--- src/rtl/fios_dsp_pkg.sv ---
// fios_dsp_pkg
//   Shared definitions for the FIOS DSP sequencer slice:
//   - OPMODE encodings driven onto the DSP slice (W[8:7] Z[6:4] Y[3:2] X[1:0])
//   - sequencer state type
//   - issue-to-P latency and index-width helpers
package fios_dsp_pkg;

  localparam logic [8:0] OPM_ZERO   = 9'h000;  // slice idle
  localparam logic [8:0] OPM_MC     = 9'h185;  // M + C
  localparam logic [8:0] OPM_MC_SHP = 9'h1E5;  // M + C + (P >> 17), carries into next word

  typedef enum logic [1:0] {
    ST_IDLE,
    ST_ISSUE,
    ST_DRAIN,
    ST_DONE
  } seq_state_t;

  // Cycles from operand issue until the matching word is on P.
  function automatic int unsigned dsp_latency(input int unsigned abreg,
                                              input int unsigned mreg);
    return 1 + abreg + mreg;
  endfunction

  // Index width; a single-entry loop still gets a 1-bit index.
  function automatic int unsigned idx_width(input int unsigned n);
    return (n > 1) ? $clog2(n) : 1;
  endfunction

endpackage

--- src/rtl/fios_dsp_delay_pipe.sv ---
// fios_dsp_delay_pipe
//   Valid+data shift register of parameterised depth with asynchronous clear.
//   DEPTH=0 is a straight combinational pass-through.
// Ports:
//   clock_i    rising-edge clock
//   reset_n_i  asynchronous active-low clear of all stages
//   valid_i    valid entering the pipe
//   data_i     data entering the pipe (WIDTH bits)
//   valid_o    valid leaving the pipe, DEPTH cycles later
//   data_o     data leaving the pipe, DEPTH cycles later
module fios_dsp_delay_pipe #(
  parameter int unsigned DEPTH = 1,
  parameter int unsigned WIDTH = 1
) (
  input  logic             clock_i,
  input  logic             reset_n_i,
  input  logic             valid_i,
  input  logic [WIDTH-1:0] data_i,
  output logic             valid_o,
  output logic [WIDTH-1:0] data_o
);

  generate
    if (DEPTH == 0) begin : g_comb
      assign valid_o = valid_i;
      assign data_o  = data_i;

      // Clock and reset have no load in the pass-through build.
      logic unused_clk_rst;
      assign unused_clk_rst = clock_i ^ reset_n_i;
    end else begin : g_reg
      logic [DEPTH-1:0]            vld_q;
      logic [DEPTH-1:0][WIDTH-1:0] dat_q;

      always_ff @(posedge clock_i or negedge reset_n_i) begin
        if (!reset_n_i) begin
          vld_q <= '0;
          dat_q <= '0;
        end else begin
          vld_q[0] <= valid_i;
          dat_q[0] <= data_i;
          for (int unsigned k = 1; k < DEPTH; k++) begin
            vld_q[k] <= vld_q[k-1];
            dat_q[k] <= dat_q[k-1];
          end
        end
      end

      assign valid_o = vld_q[DEPTH-1];
      assign data_o  = dat_q[DEPTH-1];
    end
  endgenerate

endmodule

--- src/rtl/fios_dsp_sequencer.sv ---
// fios_dsp_sequencer
//   Issues an OUTER_CNT x WORD_CNT operand schedule to one FIOS PE DSP slice
//   and drives OPMODE / C-register enable aligned to the slice pipeline,
//   flagging each valid P word and pulsing done after the last one.
// Parameters:
//   WORD_CNT  inner loop length (>=2)      OUTER_CNT  outer iterations (>=1)
//   ABREG     slice A/B stages (0..2)      MREG       slice M stages (0..1)
//   ABREG+MREG must be at least 1.
// Ports:
//   clock_i, reset_n_i      clock, asynchronous active-low reset
//   start_i                 start request, taken only while ready_o=1
//   ready_o                 idle, accepting start
//   issue_o, a_idx_o/b_idx_o  operands (j, i) to present to the slice this cycle
//   OPMODE_o, CREG_en_o     slice OPMODE and C-register enable
//   p_valid_o, p_a_idx_o/p_b_idx_o  slice P holds result for (j, i)
//   done_o                  one-cycle pulse after the last P word
// Optional build macro FIOS_DSP_SEQ_PERF_EN adds:
//   perf_cycles_o  non-IDLE cycles of the latest run (cleared on start accept)
//   perf_runs_o    completed runs, wrapping at 16 bits
module fios_dsp_sequencer
  import fios_dsp_pkg::*;
#(
  parameter int unsigned WORD_CNT  = 8,
  parameter int unsigned OUTER_CNT = 8,
  parameter int unsigned ABREG     = 1,
  parameter int unsigned MREG      = 1
) (
  input  logic                               clock_i,
  input  logic                               reset_n_i,
  input  logic                               start_i,
  output logic                               ready_o,
  output logic                               issue_o,
  output logic [idx_width(WORD_CNT)-1:0]     a_idx_o,
  output logic [idx_width(OUTER_CNT)-1:0]    b_idx_o,
  output logic [8:0]                         OPMODE_o,
  output logic                               CREG_en_o,
  output logic                               p_valid_o,
  output logic [idx_width(WORD_CNT)-1:0]     p_a_idx_o,
  output logic [idx_width(OUTER_CNT)-1:0]    p_b_idx_o,
`ifdef FIOS_DSP_SEQ_PERF_EN
  output logic [31:0]                        perf_cycles_o,
  output logic [15:0]                        perf_runs_o,
`endif
  output logic                               done_o
);

  localparam int unsigned AW            = idx_width(WORD_CNT);
  localparam int unsigned BW            = idx_width(OUTER_CNT);
  localparam int unsigned DSP_REG_LEVEL = dsp_latency(ABREG, MREG);
  localparam int unsigned OPM_DEPTH     = ABREG + MREG - 1;

  localparam logic [AW-1:0] J_LAST = AW'(WORD_CNT - 1);
  localparam logic [BW-1:0] I_LAST = BW'(OUTER_CNT - 1);
  // DSP_REG_LEVEL is at most 4, so the drain counter fits in 3 bits.
  localparam logic [2:0]    DRAIN_LOAD = 3'(DSP_REG_LEVEL - 1);

  seq_state_t state_q, state_d;

  logic [AW-1:0]    j_q;
  logic [BW-1:0]    i_q;
  logic [2:0]       drain_q;
  logic             last_issue;
  logic [8:0]       opm_issue;
  logic [AW+BW-1:0] p_idx_issue;

  assign last_issue = (state_q == ST_ISSUE) && (j_q == J_LAST) && (i_q == I_LAST);

  // State register
  always_ff @(posedge clock_i or negedge reset_n_i) begin
    if (!reset_n_i) begin
      state_q <= ST_IDLE;
    end else begin
      state_q <= state_d;
    end
  end

  // Next-state logic
  always_comb begin
    state_d = state_q;
    unique case (state_q)
      ST_IDLE:  if (start_i)         state_d = ST_ISSUE;
      ST_ISSUE: if (last_issue)      state_d = ST_DRAIN;
      ST_DRAIN: if (drain_q == '0)   state_d = ST_DONE;
      ST_DONE:                       state_d = ST_IDLE;
      default:                       state_d = ST_IDLE;
    endcase
  end

  // Output logic, plus the issue-stage values fed into the delay pipes
  always_comb begin
    ready_o     = 1'b0;
    issue_o     = 1'b0;
    done_o      = 1'b0;
    opm_issue   = OPM_ZERO;
    p_idx_issue = '0;
    unique case (state_q)
      ST_IDLE:  ready_o = 1'b1;
      ST_ISSUE: begin
        issue_o     = 1'b1;
        // First word of a row starts fresh; the rest fold in the carry word.
        opm_issue   = (j_q == '0) ? OPM_MC : OPM_MC_SHP;
        p_idx_issue = {i_q, j_q};
      end
      ST_DONE:  done_o = 1'b1;
      default:  ;
    endcase
  end

  // Word indices and drain counter. Indices return to zero on the last
  // issue so they read 0 whenever the sequencer is not issuing.
  always_ff @(posedge clock_i or negedge reset_n_i) begin
    if (!reset_n_i) begin
      j_q     <= '0;
      i_q     <= '0;
      drain_q <= '0;
    end else begin
      unique case (state_q)
        ST_ISSUE: begin
          if (last_issue) begin
            j_q     <= '0;
            i_q     <= '0;
            drain_q <= DRAIN_LOAD;
          end else if (j_q == J_LAST) begin
            j_q <= '0;
            i_q <= i_q + BW'(1);
          end else begin
            j_q <= j_q + AW'(1);
          end
        end
        ST_DRAIN: begin
          if (drain_q != '0) drain_q <= drain_q - 3'd1;
        end
        default: ;
      endcase
    end
  end

  assign a_idx_o = j_q;
  assign b_idx_o = i_q;

  // OPMODE reaches the slice's OPMODE register ABREG+MREG-1 cycles after issue.
  fios_dsp_delay_pipe #(
    .DEPTH (OPM_DEPTH),
    .WIDTH (9)
  ) u_opm_pipe (
    .clock_i   (clock_i),
    .reset_n_i (reset_n_i),
    .valid_i   (issue_o),
    .data_i    (opm_issue),
    .valid_o   (CREG_en_o),
    .data_o    (OPMODE_o)
  );

  // P word and its indices appear DSP_REG_LEVEL cycles after issue.
  fios_dsp_delay_pipe #(
    .DEPTH (DSP_REG_LEVEL),
    .WIDTH (AW + BW)
  ) u_p_pipe (
    .clock_i   (clock_i),
    .reset_n_i (reset_n_i),
    .valid_i   (issue_o),
    .data_i    (p_idx_issue),
    .valid_o   (p_valid_o),
    .data_o    ({p_b_idx_o, p_a_idx_o})
  );

`ifdef FIOS_DSP_SEQ_PERF_EN
  always_ff @(posedge clock_i or negedge reset_n_i) begin
    if (!reset_n_i) begin
      perf_cycles_o <= '0;
      perf_runs_o   <= '0;
    end else begin
      if ((state_q == ST_IDLE) && start_i) begin
        perf_cycles_o <= '0;
      end else if (state_q != ST_IDLE) begin
        perf_cycles_o <= perf_cycles_o + 32'd1;
      end
      if (state_q == ST_DONE) begin
        perf_runs_o <= perf_runs_o + 16'd1;
      end
    end
  end
`endif

endmodule

--- config.mk ---
export PLATFORM = sky130hd
export DESIGN_NAME = fios_dsp_sequencer
export DESIGN_NICKNAME = d
export VERILOG_FILES = /design/src/rtl/fios_dsp_pkg.sv /design/src/rtl/fios_dsp_delay_pipe.sv /design/src/rtl/fios_dsp_sequencer.sv
export SDC_FILE = /design/constraint.sdc
export NUM_CORES = 1
export LEC_CHECK = 0
export CAP_MARGIN = 15
export CORE_MARGIN = 4
export CORE_UTILIZATION = 51
export DETAILED_ROUTE_END_ITERATION = 6
export MAX_ROUTING_LAYER = met4
export PLACE_DENSITY = 0.74
export REMOVE_ABC_BUFFERS = 1
export SETUP_SLACK_MARGIN = 0.4
export SYNTH_ARGS = -nofsm -noshare
export SYNTH_HDL_FRONTEND = slang
export SYNTH_HIERARCHICAL = 1
export SYNTH_SLANG_ARGS = --single-unit
export TNS_END_PERCENT = 5
--- constraint.sdc ---
create_clock -name clock_i -period 1.9 [get_ports clock_i]
set_input_delay 0.38 -clock clock_i [delete_from_list [all_inputs] [get_ports clock_i]]
set_output_delay 0.38 -clock clock_i [all_outputs]
set_load 0.005 [all_outputs]
; ---- Word level (Yosys, flattened, before mapping)
; Cells that the tools add are included.
[op_classes]
add_sub_neg = 3
multipliers = 0
n_div = 0
magnitude_cmp = 0
n_eq_ne = 9
shift = 0
n_mux = 17
bitwise_logic = 0
reduce_logical = 11
[op_table]
columns = op, n
row1 = $mux W3, 6
row2 = $mux W9, 1
row3 = $ne A2 B2 Y1 const B, 4
row4 = $pmux W2 S4, 1
row5 = $mux W7, 1
row6 = $add A3 B1 Y3 const B, 2
row7 = $eq A3 B3 Y1 const B, 2
row8 = $logic_not A3 Y1, 2
row9 = $mux W2, 3
row10 = $mux W6, 1
row11 = $pmux W3 S2, 1
row12 = $reduce_and A3 Y1, 2
row13 = $eq A2 B2 Y1 const B, 2
row14 = $reduce_bool A2 Y1, 2
row15 = $mux W1, 3
row16 = $reduce_bool A3 Y1, 1
row17 = $sub A3 B1 Y3 const B, 1
row18 = $eq A2 B1 Y1 const B, 1
row19 = $logic_and A1 B1 Y1, 2
row20 = $logic_not A2 Y1, 1
row21 = $reduce_and A2 Y1, 1
[totals]
ff_bits = 42
latch_bits = 0
ram_bits = 0
romBits = 0
inputBits = 3
output_inout_bits = 26
word_cells = 50
mem_count = 0

; ---- Longest topological paths before layout
[depth]
depth_word = 5
ltp_mapped = 6
depth_no_buf = 5

; ---- Modules after synthesis
; Netlist, hierarchy kept.
[modules_own_cells]
columns = mod, instances, cells_per_inst, area_per_inst_um2, seq_area_each_um2
row1 = fios_dsp_sequencer, 1, 74, 749.5, 275.3
row2 = fios_dsp_delay_pipe (u_p_pipe), 1, 27, 570.5, 525.5
row3 = fios_dsp_delay_pipe (u_opm_pipe), 1, 10, 250.2, 250.2

; ---- Least setup slack after synthesis
; Ideal clock, no wire load.
[synth_timing]
kind = register to register
start = register state_q[1]
end = register state_q[1]
setup_ns = 0.125
t_arrival_ns = 1.457
required_time_ns = 1.775
setup_slack_ns = 0.318
path_stages_with_launch = 6
path_buffers = 0
synth_period_minus_slack_ns = 1.582
path_cell_list = dfrtp_1 -> inv_1 -> ha_1 -> a21boi_4 -> a221oi_2 -> mux2_4
[synth_via]
elab_chain_len = 5
word_cells_on_any_way = 11
classes_between = 6 x eq/ne / 1 x mux / 4 x reduce/logical
[synth_lines]
columns = item, line_no
row1 = "start, declared", fios_dsp_sequencer.sv:57  ; seq_state_t state_q, state_d;
row2 = "start signal, assigned", fios_dsp_sequencer.sv:73  ; state_q <= state_d;
row3 = $eq A2 B1 Y1, "fios_dsp_sequencer.sv:66, fios_dsp_sequencer.sv:80"
row4 = $logic_and A1 B1 Y1 (2 in a row), fios_dsp_sequencer.sv:66  ; assign last_issue = (state_q == ST_ISSUE) && (j_q == J_LAST) && (i_q == I_LAST);
row5 = $ne A2 B2 Y1 (no line), --
row6 = $reduce_and A3 Y1 (no line), --
; Several ways; a longest one is shown, not always the timed one.
; A chain may end at the register's enable or synchronous reset.

; ---- Worst setup path after layout
[layout_timing]
start = register state_q[0]
end = register state_q[1]
; Same word-level chain as after synthesis.

==> impl_metrics.csv <==
group,metric,value,unit
detailed_routing,avgRoutedWirePerCell,13.6,um
critical_path,crit_path_top_delay_cell,"dfrtp_1",
yosys,netlist_area,1570,um^2
clocking,cts_sinks,42,
critical_path,cp_max_fo,3,
sta,rsz0062_at_grt,"true",
critical_path,crit_path_start_kind,"register",
clocking,cts_root_buf,"clkbuf_4",
grt,first_global_vias,1009,
sta,slew_violations,0,
sta,tns,0,ns
finish,fillCellCount,200,
clocking,numCtsBuffers,5,
floorplanning,boundaryPins,29,
grt,antenna_found_initial,0,
detailed_routing,vias_per_cell,4.97,
detailed_routing,vias,924,
place,hpwl,1660,um
place,gp_congestion,0.732,
floorplanning,dieArea,4030,um^2
yosys,synth_warnings,6,
yosys,seq_area_frac_synth,66.9,%
finish,antenna_cells,0,
floorplanning,core_area,2850,um^2
critical_path,worstSetupPathType,"register to register",
finish,utilization,71.7,%
critical_path,end_kind,"register",
critical_path,crit_arrival,1.97,ns
yosys,synthDistinctLibCells,28,
run,drv_cap,0,
clocking,path_clk_slew,0.12,ns
power_and_ir_drop,vdd_drop_max,0.985,mV
sta,setup_viol_count_final,0,
critical_path,required,2.15,ns
clocking,cts_buffer_depth,2,
detailed_routing,totalWireLength,2530,um
floorplanning,die_y,63.5,um
finish,drive_gt1_share,25.2,%
floorplanning,die_w,63.5,um
critical_path,max_stage_delay,0.42,ns
floorplanning,rows,19,
clocking,hold_buffers,0,
critical_path,cp_common_cell,"buf_6",
detailed_routing,drc_errors,0,
place,port_buffers,28,
clocking,cts_tree,"done",
detailed_routing,drt_first_pass_iters,3,
grt,grt_pass1_wl,4530,um
finish,syn_to_final_growth,30.3,%
sta,finalCritPeriodShare,90.6,%
critical_path,worstPathCellList,"buf_6, buf_6, ha_4, buf_6, a21boi_4, a221oi_2, mux2_4",
power_and_ir_drop,p_per_area,1530,nW/um^2
clocking,cts_htree_levels,2,
grt,grt.total_usage,15.4,%
sta,finClkSkew,0.00815,ns
finish,finalInstanceArea,2050,um^2
detailed_routing,drt_iter0_drc,14,
sta,fmax,0.581,GHz
yosys,netlist_instances,111,
yosys,ys_ff_latch,42,
place,place_ws,0.197,ns
sta,fin_ws,0.178,ns
place,place_area,1870,um^2
grt,grt_max_degree,43,
floorplanning,start_util,55.0,%
finish,finalNetCount,168,
sta,post-route-min-period,1.72,ns
status,status,"finished, final reports clean",
power_and_ir_drop,leakagePower,0.00102,uW
hold_path,min_path_type,"primary input to asynchronous set/reset pin",
clocking,clk_latency,0.35,ns
grt,grt-ovfl-total,0,
yosys,synth.avg_cell_area,14.1,um^2
detailed_routing,ant_nets,0,
sta,final-hold-violation-count,0,
## layout make-up
| class | instances | area (um^2) | share of cell area [%] |
|---|---|---|---|
| clock inverters | 2 | 12.5 | 0.612 |
| well taps | 31 | 38.8 | 1.90 |
| flip-flops and latches | 42 | 1050 | 51.4 |
| multi-input cells | 55 | 475 | 23.2 |
| repair buffers | 42 | 384 | 18.8 |
| inverters | 8 | 32.5 | 1.59 |
| clock buffers | 6 | 51.3 | 2.51 |
## timing repair
action | CTS | global route
buffers inserted | 10 | 0
endpoints found under the setup margin | 31 | 35
pin swaps | 2 | 0
gates resized for setup | 22 | 3
## critical path: cells and delay by family, from the launching register on
kind,cells,cell delay (ns)
flops,1,0.42
mux,1,0.33
fa+ha+maj,1,0.16
buf+inv,3,0.35
compound gates,2,0.37
## state kept, by name, summed over array words and instances, names as in the netlist
register              flops
drain_q                   3
b_idx_o                   3
state_q                   2
u_opm_pipe/data_o         9
u_p_pipe/g_reg.dat_q     12
u_p_pipe/g_reg.vld_q      3
u_opm_pipe/valid_o        1
a_idx_o                   3
u_p_pipe/data_o           6
## routing by layer
layer  vias to the layer above  part of all wire, %  track usage [%]
li1                        441                    -                -
met1                       445                   40             15.1
met2                        29                   50             25.4
met3                         9                  6.8             6.39
met4                         0                  2.7             8.89
met5                         -                    0                -
## per-stage QoR
| step | cells | power (uW) | hold WS [ns] |
|---|---|---|---|
| global placement | 168 | 2400 | 0.331 |
| floorplan | 105 | 1880 | 0.0844 |
| CTS | 186 | 3130 | 0.0756 |
| finish | 186 | 3130 | 0.0691 |
| global route | 186 | 3350 | 0.0851 |
| detailed placement | 168 | 2460 | 0.335 |
## cell families (layout without fill, tap and decap cells)
| group | count (synthesis) | in the layout | synth area share, % |
|---|---|---|---|
| AOI/OAI and AO/OA | 18 | 18 | 9.40 |
| adders and majority gates | 11 | 11 | 8.76 |
| buffers and inverters | 16 | 58 | 5.34 |
| DFF | 42 | 42 | 66.9 |
| muxes | 1 | 1 | 0.956 |
| other | 1 | 3 | 0.239 |
| and+or+nand+nor | 22 | 22 | 8.37 |
## synthesized netlist by cell type (all sizes together)
cell	instances	share of area, %
dfrtp	42	67
ha	11	8.8
inv	8	1.9
buf	7	3.2
nand2	7	1.7
and2	6	2.4
o21ai	6	1.9
nand2b	3	1.7
a211oi	2	1.3
a21boi	2	1.7
a21o	2	0.96
a31oi	2	0.80
nor2	2	0.48
a21bo	1	0.64
a221oi	1	0.96
and4	1	0.72
clkbuf	1	0.24
conb	1	0.24
mux2	1	0.96
nand4bb	1	0.72
nor2b	1	0.40
nor3	1	0.32
o221ai	1	0.56
o32a	1	0.64
## path summary, 6_finish.rpt
check                                              from                 endpoint  slack, ns  cells past startpoint
worst max-delay path                         state_q[0]               state_q[1]       0.18                      7
worst min-delay path                          reset_n_i  u_p_pipe/g_reg.dat_q[5]       0.07                      2
worst max register to register               state_q[0]               state_q[1]       0.18                      7
worst min register to register  u_p_pipe/g_reg.vld_q[0]  u_p_pipe/g_reg.vld_q[1]       0.36                      0
max in group asynchronous                     reset_n_i  u_p_pipe/g_reg.dat_q[1]       1.49                      2
min in group clock_i            u_p_pipe/g_reg.vld_q[0]  u_p_pipe/g_reg.vld_q[1]       0.36                      0
## placed cells by master, fill, tap and decap left out, types with 2 or more instances in the layout
cell	Yosys	routed
dfrtp_1	42	42
clkbuf_4	0	5
nor2_1	2	2
a21o_1	2	2
a31oi_1	2	2
ha_4	0	2
nand2b_1	2	2
buf_4	6	11
a211oi_2	1	2
ha_1	11	8
buf_2	1	3
buf_6	0	3
inv_1	8	6
conb_1	1	3
nand2_1	7	7
clkdlybuf4s50_1	0	22
and2_1	6	6
o21ai_0	6	6
## where the power goes
part	total (uW)	leakage (uW)	internal (uW)	switching [uW]
combinational	1390	0.000438	812	577
clock	455	0.0000343	178	277
sequential	1290	0.000552	1160	126
(Power assumes the default switching activity.)
